File: src/rtl/rvv_lsu_uop_splitter.sv
// RVV load/store micro-op splitter: decodes EEW/SEW/LMUL into a uop count and
// emits up to NUM_OUT uops per cycle with per-uop register offsets.
module rvv_lsu_uop_splitter #(
  parameter int unsigned NUM_OUT         = 2,
  parameter int unsigned UOP_INDEX_WIDTH = 3
) (
  input  logic                                 clk,
  input  logic                                 rst_n,
  input  logic                                 inst_valid,
  output logic                                 inst_ready,
  input  logic [31:0]                          inst_pc,
  input  logic [1:0]                           inst_mop,
  input  logic [2:0]                           inst_width,
  input  logic [4:0]                           inst_vd,
  input  logic [4:0]                           inst_vs2,
  input  logic                                 vill,
  input  logic [2:0]                           vsew,
  input  logic [2:0]                           vlmul,
  output logic [NUM_OUT-1:0]                   uop_valid,
  input  logic                                 uop_ready,
  output logic [NUM_OUT*UOP_INDEX_WIDTH-1:0]   uop_index,
  output logic [NUM_OUT*5-1:0]                 uop_vd,
  output logic [NUM_OUT*5-1:0]                 uop_vs2,
  output logic [31:0]                          uop_pc,
  output logic [NUM_OUT-1:0]                   uop_last,
  output logic                                 uop_illegal
);

  localparam int unsigned CW = UOP_INDEX_WIDTH + 1;
  localparam logic [CW-1:0] NUM_OUT_C = CW'(NUM_OUT);

  typedef enum logic {IDLE, SPLIT} state_e;

  state_e        state_q, state_d;
  logic [31:0]   pc_q, pc_d;
  logic [4:0]    vd_q, vd_d, vs2_q, vs2_d;
  logic [CW-1:0] next_q, next_d;
  logic [3:0]    cnt_log_q, cnt_log_d, vd_shift_q, vd_shift_d, vs2_shift_q, vs2_shift_d;
  logic          illegal_q, illegal_d;

  logic signed [3:0] eew_log, sew_log, lmul_log, emul_i, emul_d, emul_d_pos, emul_r_pos, cnt_s;
  logic              dec_bad, dec_illegal;
  logic [3:0]        dec_cnt_log, dec_vd_shift, dec_vs2_shift;
  logic [CW-1:0]     count, remaining;
  logic              last_batch;
  logic              unused_mop;

  // strided and unit-stride split identically
  assign unused_mop = inst_mop[1];

  // All quantities are log2 values; vlmul sign-extends directly to log2(LMUL).
  always_comb begin
    dec_bad  = 1'b0;
    eew_log  = '0;
    sew_log  = '0;
    lmul_log = '0;
    case (inst_width)
      3'b000:  eew_log = 4'sd0;
      3'b101:  eew_log = 4'sd1;
      3'b110:  eew_log = 4'sd2;
      default: dec_bad = 1'b1;
    endcase
    if (vsew[2]) dec_bad = 1'b1;
    else         sew_log = {2'b00, vsew[1:0]};
    if (vlmul == 3'b100) dec_bad = 1'b1;
    else                 lmul_log = {vlmul[2], vlmul};
    emul_i = eew_log - sew_log + lmul_log;
    emul_d = inst_mop[0] ? lmul_log : emul_i;
    dec_illegal = vill || dec_bad || (emul_d > 4'sd3) || (emul_d < -4'sd3) ||
                  (inst_mop[0] && ((emul_i > 4'sd3) || (emul_i < -4'sd3)));
    emul_d_pos = (emul_d > 4'sd0) ? emul_d : 4'sd0;
    emul_r_pos = (inst_mop[0] && (emul_i > 4'sd0)) ? emul_i : 4'sd0;
    cnt_s      = (emul_r_pos > emul_d_pos) ? emul_r_pos : emul_d_pos;
    if (dec_illegal) begin
      dec_cnt_log   = '0;
      dec_vd_shift  = '0;
      dec_vs2_shift = '0;
    end else begin
      dec_cnt_log   = $unsigned(cnt_s);
      dec_vd_shift  = $unsigned(cnt_s - emul_d_pos);
      dec_vs2_shift = $unsigned(cnt_s - emul_r_pos);
    end
  end

  assign count      = CW'(1) << cnt_log_q;
  assign remaining  = count - next_q;
  assign last_batch = (remaining <= NUM_OUT_C);
  assign inst_ready = (state_q == IDLE) || (last_batch && uop_ready);

  always_comb begin
    state_d     = state_q;
    pc_d        = pc_q;
    vd_d        = vd_q;
    vs2_d       = vs2_q;
    next_d      = next_q;
    cnt_log_d   = cnt_log_q;
    vd_shift_d  = vd_shift_q;
    vs2_shift_d = vs2_shift_q;
    illegal_d   = illegal_q;
    if (state_q == SPLIT && uop_ready) begin
      if (last_batch) state_d = IDLE;
      else            next_d  = next_q + NUM_OUT_C;
    end
    if (inst_valid && inst_ready) begin
      state_d     = SPLIT;
      pc_d        = inst_pc;
      vd_d        = inst_vd;
      vs2_d       = inst_vs2;
      next_d      = '0;
      cnt_log_d   = dec_cnt_log;
      vd_shift_d  = dec_vd_shift;
      vs2_shift_d = dec_vs2_shift;
      illegal_d   = dec_illegal;
    end
  end

  always_ff @(posedge clk or negedge rst_n) begin
    if (!rst_n) begin
      state_q     <= IDLE;
      pc_q        <= '0;
      vd_q        <= '0;
      vs2_q       <= '0;
      next_q      <= '0;
      cnt_log_q   <= '0;
      vd_shift_q  <= '0;
      vs2_shift_q <= '0;
      illegal_q   <= 1'b0;
    end else begin
      state_q     <= state_d;
      pc_q        <= pc_d;
      vd_q        <= vd_d;
      vs2_q       <= vs2_d;
      next_q      <= next_d;
      cnt_log_q   <= cnt_log_d;
      vd_shift_q  <= vd_shift_d;
      vs2_shift_q <= vs2_shift_d;
      illegal_q   <= illegal_d;
    end
  end

  // Slot fields are zeroed when the slot is not valid so reset/idle outputs read 0.
  always_comb begin
    logic [CW-1:0] idx;
    logic          v;
    uop_valid   = '0;
    uop_index   = '0;
    uop_vd      = '0;
    uop_vs2     = '0;
    uop_last    = '0;
    uop_pc      = pc_q;
    uop_illegal = (state_q == SPLIT) && illegal_q;
    for (int unsigned j = 0; j < NUM_OUT; j++) begin
      idx = next_q + CW'(j);
      v   = (state_q == SPLIT) && (CW'(j) < remaining);
      uop_valid[j] = v;
      if (v) begin
        uop_index[j*UOP_INDEX_WIDTH +: UOP_INDEX_WIDTH] = idx[UOP_INDEX_WIDTH-1:0];
        uop_vd[j*5 +: 5]  = vd_q + 5'(idx >> vd_shift_q);
        uop_vs2[j*5 +: 5] = vs2_q + 5'(idx >> vs2_shift_q);
        uop_last[j]       = (idx == count - CW'(1));
      end
    end
  end

endmodule

File: config.mk
export PLATFORM = sky130hd
export DESIGN_NAME = rvv_lsu_uop_splitter
export DESIGN_NICKNAME = d
export VERILOG_FILES = /design/src/rtl/rvv_lsu_uop_splitter.sv
export SDC_FILE = /design/constraint.sdc
export NUM_CORES = 1
export LEC_CHECK = 0
export CAP_MARGIN = 20
export CORE_MARGIN = 3
export CORE_UTILIZATION = 44
export CTS_BUF_LIST = sky130_fd_sc_hd__clkbuf_8
export CTS_CLUSTER_DIAMETER = 200
export DETAILED_ROUTE_END_ITERATION = 10
export PLACE_DENSITY = 0.79
export SLEW_MARGIN = 10
export SYNTH_ARGS = -nofsm -noshare
export SYNTH_HDL_FRONTEND = slang
export SYNTH_SLANG_ARGS = --single-unit
File: constraint.sdc
create_clock -name clk -period 3.2 [get_ports clk]
set_input_delay 0.64 -clock clk [delete_from_list [all_inputs] [get_ports clk]]
set_output_delay 0.64 -clock clk [all_outputs]
set_load 0.01 [all_outputs]
==> reports/metrics.yaml <==
status: "complete, but fails checks"
syn_inst: 386
die_w_um: 102.2
grt_antenna_before_repair: 0
grt_pass1_vias: 4035
clock-sinks: 59
ys_seq_elements: 59
synth.area.top_cells: "dfrtp_1, mux2_2, ha_1, fa_1, xor2_1"
hp-class: "input port to async pin"
maxSlewViolCount: 0
hold_ws_ns: 0.3658
cts_buffer_depth: 2
violations: "negative setup slack"
crit_start: "vsew[1]"
final_cell_mix: "clkdlybuf4s50_1, buf_4, dfrtp_1, mux2_2, buf_6"
yosysSeqAreaShare_pct: 36.27
synth_top_area_cell: "dfrtp_1"
dpl_cell_area_mm2: 0.005864
vias: 4007
coreArea_mm2: 0.008848
worstSetupPathType: "input port to register"
crit_path_end: "vs2_shift_q[1]$_DFFE_PN0P_"
critPathMaxFanout: 3
required_ns: 3.44
critical_path_arrival_ns: 4.48
vdd_ir_drop_max_mv: 0.6788
rows: 34
start_util_pct: 46.00
crit_slowest_cell: "fa_1"
path_cells: "buf_2, nor2b_4, fa_1, inv_2, ha_4, a21o_1, a21o_1, nand2_2, o22ai_4, ha_4, inv_2, o31a_1, a221oi_4, a21oi_2, mux2i_2, ha_2, fa_2, o31ai_2"
antenna_left: 0
grt_usage_pct: 23.42
maxCapViolations: 0
synth_enable_flop_cells: 0
drtIter0Drc: 287
nets: 705
dieArea_mm2: 0.01044
drt_wl_total_mm: 13.38
port-buffer-count: 119
cts_hold_buf: 0
reg2reg_from: "cnt_log_q[2]$_DFFE_PN0P_"
crit_path_end_kind: "register"
path_buf_inv: 3
clkLatencyLatePin_ns: 0.34
postSynthAreaPerCell_um2: 10.54
synthDominantCellAreaShare_pct: 36.27
final-setup-viol-count: 39
power_density_mw_per_mm2: 1078
io_pins: 122
drc: 0
cts_buffers: 9
grt_max_degree: 43
final_area_mm2: 0.006746
start_kind: "input port"
fillers: 516
drive_above_1_share_pct: 44.84
dr.pass1.iters: 5
area_growth_pct: 65.75
period_minus_slack_ns: 4.248
grt_pass1_wl_mm: 19.12
clock_tree.root_cell: "clkbuf_8"
place.gp.congestion: 0.8233
cts_tree: "done"
path_depth: 18
clock_skew_ns: 0.01018
place_hpwl_mm: 8.134
layout_commonest_cell: "clkdlybuf4s50_1"
vias_per_cell: 5.573
synth_flop_cell: "dfrtp_1"
r2r_end: "vs2_shift_q[3]$_DFFE_PN0P_"
tightest_slew_ns: 0.7456
finalCritPeriodShare_pct: 132.8
die_h_um: 102.2
fin_ws_ns: -1.048
synth-async-reset-ratio_pct: 100.0
cpLargestDelayFamily: "adder cells"
leakagePower_nw: 3.173
synth_warnings: 0
overflow: 0
clk_pin_slew_ns: 0.07
relSlewSlack_pct: 50.30
fin_setup_tns_ns: -16.84
reg2reg_depth: 13
r2r_slack_ns: 0.01
htree_num_levels: 3
netlist-cell-type-count: 55
fmax_mhz: 235.4
wl_per_cell_um: 18.61
hold_viol: 0
rsz0062_at_grt: "true"
n_antenna_cell: 0
synth_area_mm2: 0.004070
max_stage_delay_ns: 0.56
-- Yosys cell counts (4+ instances only) --
library cell and n:
a21o_1 11, a21oi_1 12, a22o_1 4, and2_1 11, and3_1 7, buf_6 4, clkbuf_1 5, dfrtp_1 59
fa_1 9, ha_1 32, inv_1 26, mux2_2 42, mux2i_1 7, nand2_1 21, nand3b_1 4, nor2_1 25
nor2b_1 8, nor3_1 12, o21ai_0 7, o31ai_1 8, xnor2_1 6, xor2_1 14
-- metrics by stage --
step	setup slack (ns)	power, mW	cells	utilization (%)
final	-1.048	7.270	719	76.24
after global routing	-1.145	7.698	719	76.24
after CTS	-0.9233	6.553	707	72.17
after detailed placement	-1.652	5.479	666	66.28
after global placement	-1.447	5.354	666	66.28
after floorplan	-0.9216	3.436	388	-
-- cell type report --
class                   instances  area [um^2]  area share (%)
well taps                     108        135.1           2.003
flip-flops and latches         59         1476           21.88
clock inverters                 7        93.84           1.391
inverters                      26        105.1           1.558
multi-input cells             290         2808           41.62
clock buffers                   9        123.9           1.836
repair buffers                220         2004           29.71
-- routing by layer --
metal  track usage, %  vias to the layer above  share of wire [%]
met4            7.467                        0                2.3
met5                0                        -                  0
li1                 -                     1809                  -
met3            6.621                       34                7.9
met2            41.28                      197                 50
met1            27.56                     1967                 40
-- how the worst min path moves through the flow --
| stage | startpoint | endpoint | slack [ns] | depth (start not counted) |
|---|---|---|---|---|
| 2_1_floorplan | rst_n | cnt_log_q[0]$_DFFE_PN0P_ | 0.34 | 0 |
| 3_3_place_gp | uop_pc[24]$_DFFE_PN0P_ | uop_pc[24]$_DFFE_PN0P_ | 0.49 | 1 |
| 3_5_place_dp | uop_pc[3]$_DFFE_PN0P_ | uop_pc[3]$_DFFE_PN0P_ | 0.49 | 1 |
| 4_1_cts | rst_n | vd_shift_q[0]$_DFFE_PN0P_ | 0.40 | 1 |
| 5_1_grt | rst_n | vd_shift_q[0]$_DFFE_PN0P_ | 0.42 | 1 |
| 6_report | rst_n | uop_pc[29]$_DFFE_PN0P_ | 0.37 | 1 |
-- where the power goes --
group / internal (mW) / leakage [nW] / switching [mW]
Combinational: 2.88 / 2.34 / 2.33
Sequential: 1.06 / 0.725 / 0.255
Clock: 0.437 / 0.111 / 0.313
-- state kept, by name (all words and copies together), names as in the netlist --
register,flops
cnt_log_q,4
illegal_q,1
next_q,3
state_q,1
uop_pc,32
vd_q,5
vd_shift_q,4
vs2_q,5
vs2_shift_q,4
-- what timing repair did --
item                                   in CTS  in global routing
endpoints found under the hold margin       0                  0
cloned                                      1                  0
buffers inserted                           26                 18
gates resized for setup                   206                 67
pin swaps                                  47                 36
setup endpoints to repair                  40                 39
-- cells by family (layout without fill, tap and decap cells) --
family	count (synthesis)	in the layout	share of synthesized area [%]
AO/OA/AOI/OAI	72	72	13.71
XOR/XNOR	21	21	4.704
adder cells (fa/ha/maj)	41	41	14.26
buffers and inverters	39	262	4.519
flip-flops	59	59	36.27
multiplexers	49	49	13.34
other	2	4	0.1845
AND/OR/NAND/NOR	103	103	13.00
Note: power is estimated with default switching activity, not from simulation.
